File: src/rtl/riscv_multicycle_control.sv
// Multi-cycle main control FSM for the RV32I core: sequences IF/ID/EX/MEM/WB,
// drives datapath enables and alu_op, and counts retired instructions.
module riscv_multicycle_control #(
    parameter int CNT_W = 32
) (
    input  logic             clk,
    input  logic             reset_n,
    input  logic [6:0]       opcode,
    input  logic             bcond,
    input  logic             mem_ready,
    output logic             pc_write,
    output logic             ir_write,
    output logic             i_or_d,
    output logic             mem_read,
    output logic             mem_write,
    output logic             reg_write,
    output logic [1:0]       mem_to_reg,
    output logic [1:0]       alu_src_a,
    output logic [1:0]       alu_src_b,
    output logic [2:0]       alu_op,
    output logic [1:0]       pc_source,
    output logic             halted,
    output logic [2:0]       state,
    output logic [CNT_W-1:0] retired
);

    typedef enum logic [2:0] {
        S_IF   = 3'd0,
        S_ID   = 3'd1,
        S_EX   = 3'd2,
        S_MEM  = 3'd3,
        S_WB   = 3'd4,
        S_HALT = 3'd5
    } state_t;

    localparam logic [6:0] OP_R      = 7'b0110011;
    localparam logic [6:0] OP_I      = 7'b0010011;
    localparam logic [6:0] OP_LUI    = 7'b0110111;
    localparam logic [6:0] OP_AUIPC  = 7'b0010111;
    localparam logic [6:0] OP_LOAD   = 7'b0000011;
    localparam logic [6:0] OP_STORE  = 7'b0100011;
    localparam logic [6:0] OP_BRANCH = 7'b1100011;
    localparam logic [6:0] OP_JAL    = 7'b1101111;
    localparam logic [6:0] OP_JALR   = 7'b1100111;
    localparam logic [6:0] OP_ECALL  = 7'b1110011;

    localparam logic [2:0] ALU_R    = 3'b000;
    localparam logic [2:0] ALU_I    = 3'b001;
    localparam logic [2:0] ALU_S    = 3'b010;
    localparam logic [2:0] ALU_B    = 3'b011;
    localparam logic [2:0] ALU_U    = 3'b100;
    localparam logic [2:0] ALU_J    = 3'b101;
    localparam logic [2:0] ALU_ADD  = 3'b110;
    localparam logic [2:0] ALU_JALR = 3'b111;

    state_t cur_state, next_state;
    logic   retire;

    function automatic logic is_known(input logic [6:0] op);
        case (op)
            OP_R, OP_I, OP_LUI, OP_AUIPC, OP_LOAD,
            OP_STORE, OP_BRANCH, OP_JAL, OP_JALR: is_known = 1'b1;
            default:                              is_known = 1'b0;
        endcase
    endfunction

    // NOTE: sequential state uses <= so every flop samples pre-edge values.
    always_ff @(posedge clk) begin
        if (!reset_n) begin
            cur_state <= S_IF;
            retired   <= '0;
        end else begin
            cur_state <= next_state;
            if (retire) retired <= retired + CNT_W'(1);
        end
    end

    assign state  = cur_state;
    assign halted = (cur_state == S_HALT);

    always_comb begin
        // NOTE: every output gets a default first so no path can infer a latch.
        next_state = cur_state;
        retire     = 1'b0;
        pc_write   = 1'b0;
        ir_write   = 1'b0;
        i_or_d     = 1'b0;
        mem_read   = 1'b0;
        mem_write  = 1'b0;
        reg_write  = 1'b0;
        mem_to_reg = 2'd0;
        alu_src_a  = 2'd0;
        alu_src_b  = 2'd0;
        alu_op     = 3'b000;
        pc_source  = 2'd0;

        case (cur_state)
            S_IF: begin
                mem_read = 1'b1;
                if (mem_ready) begin
                    ir_write   = 1'b1;
                    pc_write   = 1'b1;
                    alu_src_b  = 2'd1;
                    alu_op     = ALU_ADD;
                    next_state = S_ID;
                end
            end

            S_ID: begin
                // Speculative branch/JAL target: ALUOut <= old_pc + imm.
                alu_src_a = 2'd1;
                alu_src_b = 2'd2;
                alu_op    = ALU_ADD;
                if (opcode == OP_ECALL) begin
                    next_state = S_HALT;
                    retire     = 1'b1;
                end else if (is_known(opcode)) begin
                    next_state = S_EX;
                end else begin
                    next_state = S_IF;
                    retire     = 1'b1;
                end
            end

            S_EX: begin
                case (opcode)
                    OP_R: begin
                        alu_src_a  = 2'd2;
                        alu_src_b  = 2'd0;
                        alu_op     = ALU_R;
                        next_state = S_WB;
                    end
                    OP_I: begin
                        alu_src_a  = 2'd2;
                        alu_src_b  = 2'd2;
                        alu_op     = ALU_I;
                        next_state = S_WB;
                    end
                    OP_LUI: begin
                        alu_src_a  = 2'd2;
                        alu_src_b  = 2'd2;
                        alu_op     = ALU_U;
                        next_state = S_WB;
                    end
                    OP_AUIPC: begin
                        alu_src_a  = 2'd1;
                        alu_src_b  = 2'd2;
                        alu_op     = ALU_ADD;
                        next_state = S_WB;
                    end
                    OP_LOAD: begin
                        alu_src_a  = 2'd2;
                        alu_src_b  = 2'd2;
                        alu_op     = ALU_ADD;
                        next_state = S_MEM;
                    end
                    OP_STORE: begin
                        alu_src_a  = 2'd2;
                        alu_src_b  = 2'd2;
                        alu_op     = ALU_S;
                        next_state = S_MEM;
                    end
                    OP_BRANCH: begin
                        alu_src_a  = 2'd2;
                        alu_src_b  = 2'd0;
                        alu_op     = ALU_B;
                        pc_source  = 2'd1;
                        pc_write   = bcond;
                        next_state = S_IF;
                        retire     = 1'b1;
                    end
                    OP_JAL: begin
                        alu_op     = ALU_J;
                        pc_write   = 1'b1;
                        pc_source  = 2'd1;
                        reg_write  = 1'b1;
                        mem_to_reg = 2'd2;
                        next_state = S_IF;
                        retire     = 1'b1;
                    end
                    OP_JALR: begin
                        alu_src_a  = 2'd2;
                        alu_src_b  = 2'd2;
                        alu_op     = ALU_JALR;
                        pc_write   = 1'b1;
                        pc_source  = 2'd0;
                        reg_write  = 1'b1;
                        mem_to_reg = 2'd2;
                        next_state = S_IF;
                        retire     = 1'b1;
                    end
                    default: begin
                        next_state = S_IF;
                        retire     = 1'b1;
                    end
                endcase
            end

            S_MEM: begin
                // Request held every cycle until memory signals completion.
                i_or_d = 1'b1;
                if (opcode == OP_LOAD) mem_read  = 1'b1;
                else                   mem_write = 1'b1;
                if (mem_ready) begin
                    if (opcode == OP_LOAD) begin
                        next_state = S_WB;
                    end else begin
                        next_state = S_IF;
                        retire     = 1'b1;
                    end
                end
            end

            S_WB: begin
                reg_write  = 1'b1;
                mem_to_reg = (opcode == OP_LOAD) ? 2'd1 : 2'd0;
                next_state = S_IF;
                retire     = 1'b1;
            end

            S_HALT: begin
                next_state = S_HALT;
            end

            default: begin
                next_state = S_IF;
            end
        endcase

        // Reset wins over everything so an aborted instruction never writes.
        if (!reset_n) begin
            pc_write  = 1'b0;
            ir_write  = 1'b0;
            mem_read  = 1'b0;
            mem_write = 1'b0;
            reg_write = 1'b0;
            retire    = 1'b0;
        end
    end

endmodule

File: config.mk
export PLATFORM = sky130hd
export DESIGN_NAME = riscv_multicycle_control
export DESIGN_NICKNAME = d
export VERILOG_FILES = /design/src/rtl/riscv_multicycle_control.sv
export SDC_FILE = /design/constraint.sdc
export NUM_CORES = 1
export LEC_CHECK = 0
export ABC_CLOCK_PERIOD_IN_PS = 1950
export BUFFER_PORTS_ARGS = -buffer_cell sky130_fd_sc_hd__buf_2
export CAP_MARGIN = 25
export CORE_MARGIN = 3
export CORE_UTILIZATION = 47
export DETAILED_ROUTE_END_ITERATION = 16
export GPL_ROUTABILITY_DRIVEN = 0
export GPL_TIMING_DRIVEN = 0
export PLACE_DENSITY_LB_ADDON = 0.2
export SYNTH_ARGS = -nofsm -noshare
export SYNTH_HDL_FRONTEND = slang
export SYNTH_SLANG_ARGS = --single-unit
File: constraint.sdc
create_clock -name clk -period 1.95 [get_ports clk]
set_input_delay 0.39 -clock clk [delete_from_list [all_inputs] [get_ports clk]]
set_output_delay 0.39 -clock clk [all_outputs]
set_load 0.01 [all_outputs]
==> impl_metrics.ini <==
[clocking]
ctsHoldBuffers = 0
clockBufferDepth = 2
cts_tree = done
clock_sinks = 35
clkTransAtPathRegs_ns = 0.08
insertion_delay_ns = 0.30
cts-root-buf = clkbuf_8
cts_buffers = 5
h-tree-depth = 2

[yosys]
synthFlopType = dfxtp_1
ys_seq_area_frac = 0.318
ys_ff_latch = 35
synth_area_per_cell_um2 = 8.14
ys_warn_count = 0
synth_edf_count = 0
synth_cells = 271
ys_async_sr_fraction = 0
synth_nets = 283
synthesis.area_mm2 = 0.00221
synthDistinctLibCells = 55

[detailed_routing]
num_vias = 2756
via_per_inst = 6.45
drcViolationCount = 0
wire_per_inst_um = 19.6
initialDrtViolationCount = 271
ant_nets = 0
drt_first_pass_iters = 4
wirelength_mm = 8.38

[hold_path]
hold_end = state[0]$_SDFFE_PN0P_
min_path_cells = 2
hp-class = input port to flip-flop
min_from = mem_ready

[setup_path]
worstSetupPathType = flip-flop to flip-flop
r2r_setup_slack_ns = -0.19
startpoint_type = flip-flop
endpoint_kind = flip-flop
critPathArrivalTime_ns = 2.37
regToRegEndpoint = retired[24]$_SDFFE_PN0P_
crit_fanout = 6
timing.rr.start = state[1]$_SDFFE_PN0P_
worstRegToRegCells = 6
worstPathRequired_ns = 2.18

[grt]
gr-total-overflow = 0
grtUsageTotal = 0.266
antenna_found_initial = 0
grt_pass1_vias = 2394
grt_first_pass_wirelength_mm = 11.5
grt_max_degree = 11

[sta]
finalCritPeriodShare = 1.10
fin_ws_ns = -0.191
rsz0062_at_grt = true
tightestPinTransition_ns = 0.590
setup_tns_ns = -3.23
setup_viol_count_final = 33
min_period_ns = 2.14
fmax_mhz = 467
hold_viol_final = 0
maxSlewHeadroom = 0.603
clock_skew_ns = 0.0128
maxSlewViolCount = 0

[die]
die_x_um = 74.5
pin_count = 64
initial_core_util = 0.496
die_h_um = 74.5
core_area_mm2 = 0.00444
die_area_mm2 = 0.00555
rows = 24

[outcome]
status = finished, violations left
violations = setup timing

[cells_and_area]
nets = 387
post-route-util = 0.759
num_antenna_cells = 0
area_growth_pct = 52.9
fillerInstances = 299
drive_gt1_frac = 0.501
stdcell_count = 427

[power_and_ir_drop]
power_density_mw_per_mm2 = 456
ir_drop_uv = 441
leakage_nw = 1.38
p_total_mw = 1.54

[flow_run]
maxCapViolCount = 0

[placed_design]
port_buffers = 58
dp_cells = 381
hpwl_mm = 4.25
[how the worst max path moves through the flow]
stage,from,endpoint,slack (ns),cells after the start
after floorplan,opcode[2],retired[24]$_SDFFE_PN0P_,-0.14,8
after global placement,opcode[3],retired[19]$_SDFFE_PN0P_,-0.45,8
after detailed placement,opcode[3],retired[19]$_SDFFE_PN0P_,-0.51,8
after CTS,state[0]$_SDFFE_PN0P_,retired[23]$_SDFFE_PN0P_,-0.17,9
after global routing,state[1]$_SDFFE_PN0P_,retired[21]$_SDFFE_PN0P_,-0.26,8
final,state[1]$_SDFFE_PN0P_,retired[24]$_SDFFE_PN0P_,-0.19,6
[kinds of logic after synthesis]
kind of cell             after synthesis  share of synthesized area
flip-flops                            35                      0.318
XOR/XNOR                              22                     0.0874
multiplexers                           1                    0.00454
adder cells (fa/ha/maj)                1                    0.00567
other                                  1                    0.00170
buffers and inverters                 21                     0.0624
AO/OA/AOI/OAI                         69                      0.222
AND/OR/NAND/NOR                      121                      0.298
[final cells by class]
class / count / area, um2 / share of cell area
timing repair buffer: 99 / 642 / 0.190
inverter: 6 / 28.8 / 0.00853
buffer: 13 / 143 / 0.0423
multi-input combinational: 215 / 1690 / 0.500
clock inverter: 1 / 5.00 / 0.00148
clock buffer: 6 / 82.6 / 0.0245
sequential: 35 / 722 / 0.214
tap: 52 / 65.1 / 0.0193
[layout by cell type, fill, tap and decap left out, drive strengths merged, types with 4 or more instances in the layout]
master,count
a21oi,14
and2,8
and3,5
and4,6
buf,103
clkbuf,15
dfxtp,35
inv,4
nand2,21
nand3,6
nand4,4
nor2,40
nor3,6
nor4,6
o2111ai,7
o211ai,8
o21ai,16
o31ai,5
or4,5
xor2,19
[routing by layer]
layer,vias to the layer above,GRT usage,part of all wire
met3,49,0.0541,0.086
met5,-,0,0
met1,1300,0.358,0.39
met4,0,0.0988,0.047
li1,1201,-,-
met2,206,0.421,0.47
[worst max-delay path, stage by stage, from the launching register on]
cell	delay (ns)
dfxtp_4	0.38
or3b_4	0.43
o31ai_4	0.31
o2111ai_2	0.20
buf_6	0.19
or4_4	0.42
a21oi_2	0.14
[synthesized netlist by cell type, drive strengths merged (6+ instances only)]
cell type / n / area [um2]
xor2: 19 / 166
buf: 7 / 55.1
and2: 8 / 50.1
dfxtp: 35 / 701
nor4: 6 / 52.6
a21oi: 14 / 70.1
nand2: 21 / 78.8
nor2: 40 / 150
o211ai: 8 / 60.1
clkbuf: 8 / 60.1
and4: 6 / 52.6
nand3: 6 / 30.0
nor3: 6 / 35.0
o2111ai: 7 / 67.6
o21ai: 16 / 80.1
[registers in the layout, indices dropped and copies added (netlist names)]
name	cells
retired	32
state	3
[power breakdown]
group | switching, mW | total, mW | leakage [nW] | internal [mW]
Clock | 0.281 | 0.558 | 0.0470 | 0.277
Sequential | 0.00911 | 0.725 | 0.288 | 0.716
Combinational | 0.145 | 0.255 | 1.05 | 0.110
[through the flow]
stage	worst slack [ns]	hold WS (ns)	area, um2
after detailed placement	-0.511	0.483	2650
after floorplan	-0.137	0.497	2290
final	-0.191	0.412	3370
after global routing	-0.259	0.435	3370
after CTS	-0.170	0.407	3120
after global placement	-0.447	0.475	2650
[timing repair]
item / CTS / global route
setup endpoints to repair: 42 / 41
pin swaps: 18 / 28
resized for setup: 53 / 49
cloned: 2 / 0
endpoints found under the hold margin: 0 / 0
buffers inserted: 27 / 14
Power figures use the tool's default switching activity.
